`config.mk`:
```
export PLATFORM = sky130hd
export DESIGN_NAME = parity_stream_receiver
export DESIGN_NICKNAME = d
export VERILOG_FILES = /design/src/rtl/parity_stream_pkg.sv /design/src/rtl/sync_fifo.sv /design/src/rtl/parity_stream_receiver.sv
export SDC_FILE = /design/constraint.sdc
export NUM_CORES = 1
export LEC_CHECK = 0
export BUFFER_PORTS_ARGS = -buffer_cell sky130_fd_sc_hd__buf_4
export CAP_MARGIN = 20
export CORE_UTILIZATION = 45
export CTS_BUF_LIST = sky130_fd_sc_hd__clkbuf_4 sky130_fd_sc_hd__clkbuf_8
export CTS_CLUSTER_DIAMETER = 50
export DETAILED_ROUTE_END_ITERATION = 6
export PLACE_DENSITY = 0.75
export SLEW_MARGIN = 5
export SYNTH_ARGS = -nofsm -noshare
export SYNTH_HDL_FRONTEND = slang
export SYNTH_SLANG_ARGS = --single-unit
```
`constraint.sdc`:
```
create_clock -name clk -period 4.4 [get_ports clk]
set_clock_uncertainty 0.15 [all_clocks]
set_input_delay 1.32 -clock clk [delete_from_list [all_inputs] [get_ports clk]]
set_output_delay 1.32 -clock clk [all_outputs]
set_load 0.005 [all_outputs]
```
`src/rtl/parity_stream_pkg.sv`:
```
// Shared types, default widths and the parity helper for the parity stream receiver.
package parity_stream_pkg;

  localparam int DEFAULT_DATA_WIDTH = 16;
  localparam int DEFAULT_FIFO_DEPTH = 4;
  localparam int DEFAULT_LOCK_GOOD  = 2;
  localparam int DEFAULT_UNLOCK_BAD = 2;
  localparam int DEFAULT_CNT_WIDTH  = 8;

  // Callers zero-extend their sample into this width before calling even_parity.
  localparam int MAX_DATA_WIDTH = 64;

  typedef enum logic {
    HUNT   = 1'b0,
    LOCKED = 1'b1
  } rx_state_t;

  function automatic logic even_parity(input logic [MAX_DATA_WIDTH-1:0] data);
    return ^data;
  endfunction

endpackage

```
`src/rtl/sync_fifo.sv`:
```
// Show-ahead synchronous FIFO with extra-MSB pointers; a pop frees room for a push in the same cycle.
module sync_fifo #(
  parameter int DATA_WIDTH = 16,
  parameter int FIFO_DEPTH = 4
) (
  input  logic                  clk,
  input  logic                  reset,
  input  logic                  push,
  input  logic [DATA_WIDTH-1:0] push_data,
  input  logic                  pop,
  output logic                  full,
  output logic                  empty,
  output logic [DATA_WIDTH-1:0] head
);

  localparam int ADDR_W = $clog2(FIFO_DEPTH);
  localparam int PTR_W  = ADDR_W + 1;

  logic [DATA_WIDTH-1:0] mem [FIFO_DEPTH];
  logic [PTR_W-1:0]      wr_ptr;
  logic [PTR_W-1:0]      rd_ptr;
  logic                  do_push;
  logic                  do_pop;

  assign empty   = (wr_ptr == rd_ptr);
  assign full    = (wr_ptr[PTR_W-1] != rd_ptr[PTR_W-1]) &&
                   (wr_ptr[ADDR_W-1:0] == rd_ptr[ADDR_W-1:0]);
  assign do_pop  = pop & ~empty;
  assign do_push = push & (~full | do_pop);
  assign head    = mem[rd_ptr[ADDR_W-1:0]];

  always_ff @(posedge clk) begin
    if (reset) begin
      wr_ptr <= '0;
      rd_ptr <= '0;
    end else begin
      if (do_push) wr_ptr <= wr_ptr + 1'b1;
      if (do_pop)  rd_ptr <= rd_ptr + 1'b1;
    end
  end

  // Storage needs no reset; the empty flag hides stale entries.
  always_ff @(posedge clk) begin
    if (do_push) mem[wr_ptr[ADDR_W-1:0]] <= push_data;
  end

endmodule

```
`src/rtl/parity_stream_receiver.sv`:
```
// Parity-checking stream receiver: lock FSM, good-sample buffering and saturating statistics.
module parity_stream_receiver
  import parity_stream_pkg::*;
#(
  parameter int DATA_WIDTH = DEFAULT_DATA_WIDTH,
  parameter int FIFO_DEPTH = DEFAULT_FIFO_DEPTH,
  parameter int LOCK_GOOD  = DEFAULT_LOCK_GOOD,
  parameter int UNLOCK_BAD = DEFAULT_UNLOCK_BAD,
  parameter int CNT_WIDTH  = DEFAULT_CNT_WIDTH
) (
  input  logic                  clk,
  input  logic                  reset,
  input  logic [DATA_WIDTH-1:0] in_data,
  input  logic                  in_valid,
  input  logic                  in_parity,
  output logic [DATA_WIDTH-1:0] out_data,
  output logic                  out_valid,
  input  logic                  out_ready,
  output logic                  locked,
  output logic                  err_sticky,
  output logic [CNT_WIDTH-1:0]  err_count,
  output logic [CNT_WIDTH-1:0]  drop_count,
  input  logic                  clear_stats
);

  localparam int RUN_MAX = (LOCK_GOOD > UNLOCK_BAD) ? LOCK_GOOD : UNLOCK_BAD;
  localparam int RUN_W   = $clog2(RUN_MAX + 1);
  localparam logic [RUN_W-1:0] LOCK_GOOD_V  = RUN_W'(LOCK_GOOD);
  localparam logic [RUN_W-1:0] UNLOCK_BAD_V = RUN_W'(UNLOCK_BAD);

  rx_state_t             state;
  rx_state_t             state_nxt;
  logic [RUN_W-1:0]      good_run;
  logic [RUN_W-1:0]      good_run_nxt;
  logic [RUN_W-1:0]      bad_run;
  logic [RUN_W-1:0]      bad_run_nxt;

  logic                  beat_bad;
  logic                  beat_good;
  logic                  push_req;
  logic                  pop;
  logic                  drop;
  logic                  fifo_full;
  logic                  fifo_empty;
  logic [DATA_WIDTH-1:0] fifo_head;

  assign beat_bad  = in_valid & (even_parity(MAX_DATA_WIDTH'(in_data)) ^ in_parity);
  assign beat_good = in_valid & ~beat_bad;
  assign push_req  = (state == LOCKED) & beat_good;
  assign pop       = out_valid & out_ready;
  assign drop      = push_req & fifo_full & ~pop;

  assign locked    = (state == LOCKED);
  assign out_valid = ~fifo_empty;
  assign out_data  = fifo_empty ? '0 : fifo_head;

  sync_fifo #(
    .DATA_WIDTH (DATA_WIDTH),
    .FIFO_DEPTH (FIFO_DEPTH)
  ) u_fifo (
    .clk       (clk),
    .reset     (reset),
    .push      (push_req),
    .push_data (in_data),
    .pop       (pop),
    .full      (fifo_full),
    .empty     (fifo_empty),
    .head      (fifo_head)
  );

  always_ff @(posedge clk) begin
    if (reset) begin
      state    <= HUNT;
      good_run <= '0;
      bad_run  <= '0;
    end else begin
      state    <= state_nxt;
      good_run <= good_run_nxt;
      bad_run  <= bad_run_nxt;
    end
  end

  // Idle cycles leave the runs intact; only valid beats move the counters.
  always_comb begin
    state_nxt    = state;
    good_run_nxt = good_run;
    bad_run_nxt  = bad_run;
    case (state)
      HUNT: begin
        if (beat_good) begin
          if (good_run + 1'b1 == LOCK_GOOD_V) begin
            state_nxt    = LOCKED;
            good_run_nxt = '0;
            bad_run_nxt  = '0;
          end else begin
            good_run_nxt = good_run + 1'b1;
          end
        end else if (beat_bad) begin
          good_run_nxt = '0;
        end
      end
      LOCKED: begin
        if (beat_good) begin
          bad_run_nxt = '0;
        end else if (beat_bad) begin
          if (bad_run + 1'b1 == UNLOCK_BAD_V) begin
            state_nxt    = HUNT;
            good_run_nxt = '0;
            bad_run_nxt  = '0;
          end else begin
            bad_run_nxt = bad_run + 1'b1;
          end
        end
      end
      default: begin
        state_nxt    = HUNT;
        good_run_nxt = '0;
        bad_run_nxt  = '0;
      end
    endcase
  end

  // clear_stats wins over any error or drop landing in the same cycle.
  always_ff @(posedge clk) begin
    if (reset || clear_stats) begin
      err_count  <= '0;
      drop_count <= '0;
      err_sticky <= 1'b0;
    end else begin
      if (beat_bad) begin
        err_sticky <= 1'b1;
        if (err_count != '1) err_count <= err_count + 1'b1;
      end
      if (drop && (drop_count != '1)) drop_count <= drop_count + 1'b1;
    end
  end

endmodule

```
Word-level counts from Yosys, hierarchy flattened
Memories as Yosys holds them, arrays and structs flattened. A register that Yosys moved wholly into a read port is not among the register bits.
Cells that the tools add are included.
{ "totals": {"reg_bits": 28, "latch_bits": 0, "ramBits": 64, "mem_bits_ro": 0, "inputBits": 22, "out_inout_bits": 35, "elab_cells": 75, "mem_count": 1} }
{ "op_classes": {"n_addsub": 6, "mul": 0, "div": 0, "n_lt_le_gt_ge": 0, "n_eq_ne": 14, "shift": 0, "muxes": 24, "n_bitwise": 15, "reduce_logical": 7} }
{ "memory_table": {"columns": ["memory", "words", "width", "read_ports", "rd_ports_with_merged_regs", "wr", "line", "rtl"], "rows": [
  ["u_fifo.mem", 4, 16, 1, 1, 1, "sync_fifo.sv:19", "logic [DATA_WIDTH-1:0] mem [FIFO_DEPTH];"]
]} }
{ "ops": {"columns": ["cell", "n"], "rows": [
  ["$reduce_xor 64->1", 1],
  ["$mux 2", 13],
  ["$add 8x1->8 const B", 2],
  ["$mux 16", 1],
  ["$ne 8x8->1 const B", 2],
  ["$and 1x1->1", 8],
  ["$pmux 2 s2", 2],
  ["$mux 1", 7],
  ["$add 3x1->3 const B", 2],
  ["$ne 2x2->1 const B", 3],
  ["$not 1->1", 5],
  ["$add 2x1->2 const B", 2],
  ["$eq 2x2->1 const B", 2],
  ["$ne 2x1->1 const B", 2],
  ["$reduce_and 4->1", 1],
  ["$eq 3x3->1", 1],
  ["$ne 3x1->1 const B", 1],
  ["$ne 3x3->1 const B", 1],
  ["$reduce_and 3->1", 1],
  ["$eq 2x2->1", 1],
  ["$logic_and 1x1->1", 2],
  ["$pmux 1 s2", 1],
  ["$reduce_and 2->1", 1],
  ["$logic_or 1x1->1", 1],
  ["3 further kinds", 3]
]} }

Logic depth before layout (Yosys ltp)
Gate-level depths: netlist (run 1).
{ "logic_depth": {"word_depth": 9, "mapped_depth": 8, "mapped_depth_nobuf": 7} }

Cells and area by module
From an unflattened synthesis (run 1), not the netlist that was laid out.
{ "hier_totals": {"hier_cells": 307, "hier_area_um2": 4264.1} }
{ "modules_own_cells": {"columns": ["module", "n_inst", "cells_per_inst", "area_per_inst_um2", "seq_area_each_um2"], "rows": [
  ["sync_fifo", 1, 139, 2852.7, 2082.0],
  ["parity_stream_receiver", 1, 168, 1411.4, 440.4]
]} }

Worst setup path after synthesis (run 1)
No wires, ideal clock.
{ "synth_path": {"kind": "in2reg", "startpoint": "input in_data[15]", "endpoint": "memory u_fifo.mem[3][0] (enable)", "setup_time_ps": 374, "arrival_ps": 3009, "t_required_ps": 3876, "slack_ps": 866, "path_stages": 5, "n_path_buf": 0, "cell_sequence": "xor2_1 -> xnor2_1 -> xnor3_2 -> mux2i_1 -> and2_1"} }
{ "synth_via": {"elab_chain_len": 9} }
{ "synth_rtl": {"columns": ["item", "line", "rtl"], "rows": [
  ["start: declaration", "parity_stream_receiver.sv:13", "input logic [DATA_WIDTH-1:0] in_data,"],
  ["$reduce_xor 64->1", "parity_stream_pkg.sv:19", "return ^data;"],
  ["$xor 1x1->1", "parity_stream_receiver.sv:47", "assign beat_bad = in_valid & (even_parity(MAX_DATA_WIDTH'(in_data)) ^ in_parity);"],
  ["$and 1x1->1", "parity_stream_receiver.sv:47", null],
  ["$not 1->1", "parity_stream_receiver.sv:48", "assign beat_good = in_valid & ~beat_bad;"],
  ["$and 1x1->1", "parity_stream_receiver.sv:48", null],
  ["$and 1x1->1", "parity_stream_receiver.sv:49", "assign push_req = (state == LOCKED) & beat_good;"],
  ["$and 1x1->1", "sync_fifo.sv:29", "assign do_push = push & (~full | do_pop);"],
  ["$mux 1", "sync_fifo.sv:44", "if (do_push) mem[wr_ptr[ADDR_W-1:0]] <= push_data;"],
  ["$mux 1 (not written as such)", "sync_fifo.sv:44", null],
  ["end: declaration", "sync_fifo.sv:19", null]
]} }
No other way between the ends.

Final worst setup path (run 1)
{ "layout_path": {"startpoint": "register u_fifo.wr_ptr[0]", "endpoint": "output out_data[6]"} }
{ "layout_via": {"elab_chain_len": 2} }
{ "layout_rtl": {"columns": ["item", "line", "rtl"], "rows": [
  ["start: declaration", "sync_fifo.sv:20", "logic [PTR_W-1:0] wr_ptr;"],
  ["start signal: assignment", "sync_fifo.sv:37", "if (do_push) wr_ptr <= wr_ptr + 1'b1;"],
  ["$eq 3x3->1", "sync_fifo.sv:25", "assign empty = (wr_ptr == rd_ptr);"],
  ["$mux 16", "parity_stream_receiver.sv:55", "assign out_data = fifo_empty ? '0 : fifo_head;"],
  ["end: declaration", "parity_stream_receiver.sv:16", "output logic [DATA_WIDTH-1:0] out_data,"]
]} }
No other way between the ends.

==> impl_metrics.py, run 1 <==
metrics = {
    "flow_run": {
        "drv_cap": 0,
    },
    "cts": {
        "cts-htree-levels": 3,
        "post_cts_resize_count": 0,
        "clk_latency_ps": 350,
        "cts_tree": "done",
        "post_cts_buffers": 0,
        "cts_buffers": 9,
        "path_clk_slew_ps": 100,
        "cts_sinks": 94,
        "cts_buffer_depth": 2,
        "cts_hold_buf": 0,
        "clock-root-buffer": "clkbuf_8",
    },
    "timing": {
        "finalWorstSetupSlack_ps": 877.6,
        "hold_viol": 0,
        "drv_slew": 0,
        "tns_ps": 0,
        "relSlewSlack": 0.4612,
        "finalSetupViolations": 0,
        "timing.final.crit_share": 0.8005,
        "finalCriticalPeriod_ps": 3522,
        "clock.fmax_mhz": 283.9,
        "rsz0062_at_grt": "no",
        "tightest_slew_ps": 807.0,
    },
    "route": {
        "ant_nets": 0,
        "drcViolationCount": 0,
        "routed_via_density": 5.303,
        "first_pass_iters": 5,
        "routedWlPerCell_um": 15.47,
        "totalWireLength_mm": 7.210,
        "drt_iter0_drc": 127,
        "vias": 2471,
    },
    "grt": {
        "grt.total_usage": 0.1624,
        "grt_max_degree": 20,
        "grt_overflow_total": 0,
        "antenna_found_initial": 0,
        "grt_pass1_wl_mm": 12.03,
        "grt_pass1_vias": 2396,
    },
    "yosys": {
        "synth_ff_type": "edfxtp_1",
        "yosysSeqAreaShare": 0.6197,
        "ys_top_cells_by_count": "64 x edfxtp_1, 30 x dfxtp_1, 21 x and2_1",
        "yosysWarnings": 0,
        "async_flop_share": 0,
        "synthTopCellsByArea": "edfxtp_1 47%, dfxtp_1 15%, mux4_2 8.9%, and2_1 3.2%, xnor2_1 2.8%",
        "ys_ff_latch": 94,
        "synth_fp_nets": 317,
        "synth_edf_count": 64,
        "yosysMostFrequentCell": "edfxtp_1",
        "synth_cell_types": 41,
        "synth_top_area_cell": "edfxtp_1",
        "syn_avg_cell_area_um2": 14.13,
        "netlist_area_mm2": 0.004070,
        "yosysTopAreaCellShare": 0.4722,
        "syn_inst": 288,
    },
    "floorplan": {
        "fp.dieW_um": 97.11,
        "fp-row-count": 34,
        "die_area_mm2": 0.009429,
        "die_h_um": 97.11,
        "ios": 57,
        "core_mm2": 0.008721,
        "start_util": 0.4667,
    },
    "setup_path": {
        "crit_start": "u_fifo.wr_ptr[0]$_SDFFE_PP0N_",
        "crit_type": "reg2out",
        "r2r_start": "u_fifo.wr_ptr[0]$_SDFFE_PP0N_",
        "worstPathRequired_ps": 2930,
        "cp-end-kind": "output port",
        "critPathArrivalTime_ps": 2050,
        "critPathMaxFanout": 19,
        "r2r_setup_slack_ps": 2090,
        "start_kind": "flip-flop",
    },
    "worst_hold_path": {
        "min_from": "err_count[7]$_SDFFE_PP0P_",
        "hold_class": "reg2reg",
    },
    "status": {
        "outcome": "finished, final reports clean",
    },
    "cells_and_area": {
        "fin_nets": 382,
        "fin_area_mm2": 0.004835,
        "antenna_cells": 0,
        "nFillCells": 718,
        "fin_util": 0.5544,
        "syn_to_final_growth_pct": 18.78,
        "drive_above_1_share": 0.2821,
    },
    "power": {
        "p_per_area_mw_per_mm2": 366.3,
        "peakVddDrop_v": 0.0002041,
        "total_leakage_power_nw": 1.741,
    },
    "place": {
        "dp_slack_ps": 694.3,
        "place_area_mm2": 0.004631,
        "dp_hpwl_mm": 4.903,
        "place.gp.congestion": 0.7562,
        "portBuffers": 56,
    },
}
[critical path, cell delays in order, from the launching register on]
cell and delay (ps):
dfxtp_1 380, xnor2_1 270, nand3b_1 540, and2_1 370, buf_4 140
[cell type report]
class | instances | area (um^2) | share of cell area
flip-flops and latches | 94 | 2522 | 0.5217
clock inverters | 7 | 80.08 | 0.01656
well taps | 108 | 135.1 | 0.02795
repair buffers | 64 | 480.5 | 0.09938
multi-input cells | 176 | 1463 | 0.3025
clock buffers | 9 | 123.9 | 0.02562
inverters | 8 | 30.03 | 0.006211
[kinds of logic after synthesis]
family	after synthesis	share of synthesized area
compound gates	38	0.05718
xor+xnor	23	0.06241
fa+ha+maj	7	0.02152
buf+inv	18	0.02090
flops	94	0.6197
mux	23	0.1058
simple gates	85	0.1125
[power by group]
group | leakage (nW) | switching, mW | internal [mW]
Combinational | 0.820 | 0.117 | 0.107
Sequential | 0.817 | 0.0136 | 0.956
Clock | 0.104 | 0.306 | 0.271
[metrics by stage]
step	power, mW	cells	hold WS [ps]
finish	1.771	466	348.4
global route	1.847	466	381.9
CTS	1.794	466	351.6
detailed placement	1.217	450	331.5
global placement	1.209	450	306.7
floorplan	1.136	288	303.8
[placed cells by master (no fill, tap or decap), types with 2 or more instances in the layout]
master	count
and2_1	21
nand4_1	3
inv_1	8
mux4_2	16
edfxtp_1	64
clkbuf_8	9
o31ai_1	4
clkinv_4	2
xnor3_2	2
o211ai_1	2
o21ai_0	12
or3_1	8
a31oi_1	2
or4_1	4
xor2_1	6
inv_6	2
nand2_1	11
nand2b_1	2
dfxtp_1	30
mux2i_1	7
a41o_1	2
buf_4	64
ha_1	7
nor2_1	17
a21oi_1	12
xnor2_1	13
nor3_1	2
nand3_1	11
[worst paths after layout]
check                                              endpoint  depth (start not counted)
worst min-delay path              err_count[7]$_SDFFE_PP0P_                          2
worst max register to register  u_fifo.mem[0][12]$_DFFE_PP_                          6
worst min register to register    err_count[7]$_SDFFE_PP0P_                          2
worst max-delay path                            out_data[6]                          4
[state kept, by name (all words and copies together), names as in the netlist, named ones only]
signal and count:
u_fifo.wr_ptr 3, good_run 2, locked 1, err_sticky 1
err_count 8, bad_run 2, drop_count 8, u_fifo.rd_ptr 3
u_fifo.mem 64
[per-layer routing]
metal	wire, um	vias to the layer above	GRT usage
met4	25	0	0.03674
met5	0	-	0
met3	372	2	0.04460
met2	3704	70	0.2757
li1	-	1207	-
met1	3108	1192	0.2078
Power figures use the tool's default switching activity.
==> inputs of run 2 (changes only) <==
- ABC_AREA: default -> 1
- PLACE_DENSITY: 0.75 -> 0.77
- clock period: 4.4 -> 3.1 ns (I/O delays scaled with it)
==> run 2 against run 1 <==
  * Worst hold slack got worse by 62 ps
  * Combinational power rose by 22%
  * Sequential power up 40%
  * Highest routed layer unchanged
  * Area after synthesis grew 7.8%
  * Non-clock buffer count is 2 higher
  * Largest power group unchanged
  * Worst setup slack worse by 650 ps
==> impl_metrics.py, run 2 <==
metrics = {
    "route": {
        "drt_iter0_drc": 131,
        "ant_nets": 0,
        "routed_via_density": 5.014,
        "totalWireLength_mm": 8.745,
        "first_pass_iters": 4,
        "drcViolationCount": 0,
        "routedWlPerCell_um": 13.35,
        "vias": 3284,
    },
    "yosys": {
        "yosysSeqAreaShare": 0.5749,
        "muxShareOfSynthArea": 0,
        "async_flop_share": 0,
        "syn_inst": 458,
        "yosysTopAreaCellShare": 0.4380,
        "synth-compound-area-share": 0.07984,
        "synthTopCellsByArea": "edfxtp_1 44%, dfxtp_1 14%, nand2_1 8.2%, nor2_1 6.2%, inv_1 3.7%",
        "synth_xor_area_frac": 0.05389,
        "synth_top_area_cell": "edfxtp_1",
        "syn_avg_cell_area_um2": 9.581,
        "synth_ff_type": "edfxtp_1",
        "yosysWarnings": 0,
        "synthSimpleGateAreaFrac": 0.2184,
        "synth_edf_count": 64,
        "ys_ff_latch": 94,
        "netlist_area_mm2": 0.004388,
        "synth_top_family_by_area": "simple AND/OR/NAND/NOR gates",
        "synth_fp_nets": 487,
        "synth_cell_types": 25,
        "yosysMostFrequentCell": "nand2_1",
        "synthAdderAreaFrac": 0.01996,
        "ys_top_cells_by_count": "96 x nand2_1, 72 x nor2_1, 64 x edfxtp_1",
    },
    "cells_and_area": {
        "antenna_cells": 0,
        "fin_util": 0.5565,
        "drive_above_1_share": 0.1939,
        "largest_reg_flops": 64,
        "mostFrequentLayoutCell": "nand2_1",
        "fin_area_mm2": 0.005191,
        "syn_to_final_growth_pct": 18.31,
        "fin_nets": 550,
        "final_cell_mix": "96 x nand2_1, 72 x nor2_1, 65 x buf_4, 64 x edfxtp_1, 43 x inv_1",
        "nFillCells": 810,
    },
    "timing": {
        "rsz0062_at_grt": "no",
        "hold_viol": 0,
        "finalCriticalPeriod_ps": 2876,
        "tns_ps": 0,
        "timing.final.crit_share": 0.9278,
        "holdWs_ps": 286.5,
        "clock.fmax_mhz": 347.7,
        "drv_slew": 0,
        "tightest_slew_ps": 451.5,
        "finalSetupViolations": 0,
        "relSlewSlack": 0.6987,
    },
    "cts": {
        "clk_latency_ps": 360,
        "cts_tree": "done",
        "cts_buffers": 9,
        "clock-root-buffer": "clkbuf_8",
        "cts_buffer_depth": 2,
        "cts_sinks": 94,
        "cts_hold_buf": 0,
        "cts-htree-levels": 3,
        "path_clk_slew_ps": 90,
    },
    "floorplan": {
        "core_mm2": 0.009328,
        "die_area_mm2": 0.01015,
        "fp.dieW_um": 100.7,
        "die_h_um": 100.7,
        "fp-row-count": 35,
        "start_util": 0.4704,
        "ios": 57,
    },
    "place": {
        "dp_hpwl_mm": 6.084,
        "place_area_mm2": 0.004986,
        "place.gp.congestion": 0.8435,
        "portBuffers": 56,
    },
    "flow_run": {
        "drv_cap": 0,
    },
    "setup_path": {
        "slowest_delay_ps": 400,
        "cpMaxStageDelayCell": "dfxtp_2",
        "start_kind": "flip-flop",
        "critPathArrivalTime_ps": 1800,
        "r2r_start": "u_fifo.wr_ptr[1]$_SDFFE_PP0N_",
        "critPathMaxFanout": 32,
        "cp-end-kind": "output port",
        "reg2reg_to": "u_fifo.mem[0][13]$_DFFE_PP_",
        "ff2ff_path_depth": 6,
        "crit_type": "reg2out",
        "worstPathRequired_ps": 2020,
        "r2r_setup_slack_ps": 960,
        "cp_num_buf_inv": 4,
        "cp_cell_sequence": "inv_1 > buf_4 > nor2_1 > o32ai_1 > nand2_1 > inv_1 > buf_4",
        "critPathTopFamily": "buffers and inverters",
    },
    "worst_hold_path": {
        "hold_end": "good_run[1]$_SDFFE_PP0P_",
        "min_path_cells": 2,
        "hold_class": "reg2reg",
        "min_from": "good_run[1]$_SDFFE_PP0P_",
    },
    "power": {
        "peakVddDrop_v": 0.0002373,
        "p_per_area_mw_per_mm2": 467.2,
        "total_leakage_power_nw": 2.127,
    },
    "grt": {
        "grt_max_degree": 33,
        "grt.total_usage": 0.1847,
        "grt_overflow_total": 0,
        "grt_pass1_vias": 3182,
        "antenna_found_initial": 0,
        "grt_pass1_wl_mm": 14.52,
    },
    "status": {
        "outcome": "finished, final reports clean",
    },
}
run 2: cell count changes after synthesis, sizes merged, moves of 16 or more:
cell   previous run  this run
nand2            11       104
nor2             17        74
inv               8        45
and2             21         0
mux4             16         0
o32ai             0        16
run 2: how the worst max path moves through the flow:
| stage | startpoint | endpoint | slack (ps) | depth (start not counted) |
|---|---|---|---|---|
| 5_1_grt | flip-flop | out_data[9] | 50 | 7 |
| 2_1_floorplan | in_data[12] | u_fifo.mem[0][0]$_DFFE_PP_ | 70 | 13 |
| 3_5_place_dp | in_data[7] | u_fifo.mem[0][7]$_DFFE_PP_ | 90 | 11 |
| 3_3_place_gp | in_data[12] | u_fifo.mem[1][7]$_DFFE_PP_ | 210 | 15 |
| 6_report | flip-flop | out_data[9] | 220 | 7 |
| 4_1_cts | u_fifo.wr_ptr[1]$_SDFFE_PP0N_ | out_data[9] | 20 | 7 |
run 2: metal layers:
metal  GRT usage  vias up  wire length, um  share of wire
met5           0        -                0              0
met4     0.07246        0              138          0.016
met3     0.04161       14              594          0.068
met2      0.3209      100             4331           0.50
met1      0.2231     1507             3681           0.42
li1            -     1663                -              -
run 2: logic make-up after synthesis:
kind of cell	after synthesis
xor gates and xnor gates	27
DFF	94
and+or+nand+nor	213
adders and majority gates	7
buffers and inverters	59
AOI/OAI and AO/OA	58
run 2: final cells by class:
cell class	instances	area, um^2	area share
Clock buffer	9	123.9	0.02386
Multi-Input combinational cell	305	1633	0.3145
Timing Repair Buffer	66	508.0	0.09785
Inverter	45	168.9	0.03254
Tap cell	129	161.4	0.03109
Clock inverter	7	72.57	0.01398
Sequential cell	94	2524	0.4861
run 2: where the power goes:
| group | leakage (nW) | switching, mW | internal (mW) | total [mW] |
|---|---|---|---|---|
| registers | 0.818 | 0.00960 | 1.35 | 1.36 |
| logic | 1.22 | 0.172 | 0.103 | 0.274 |
| clock network | 0.0934 | 0.423 | 0.373 | 0.796 |
| total | 2.13 | 0.604 | 1.82 | 2.43 |
run 2: worst reg2reg max path: cells and delay by family, from the launching register on:
family	cells	cell delay, ps
flops	1	380
simple gates	4	910
buf+inv	2	390
run 2: through the flow:
stage / power (mW) / worst slack (ps) / std cells
final: 2.426 / 223.9 / 655
after global routing: 2.534 / 47.53 / 655
after CTS: 2.442 / 19.06 / 654
after detailed placement: 1.656 / 89.76 / 638
after global placement: 1.645 / 206.8 / 638
after floorplan: 1.565 / 67.65 / 458
run 2: repair_timing:
item	4_1_cts	5_1_grt
endpoints found under the setup margin	0	14
resized for setup	0	1
buffers inserted	0	1
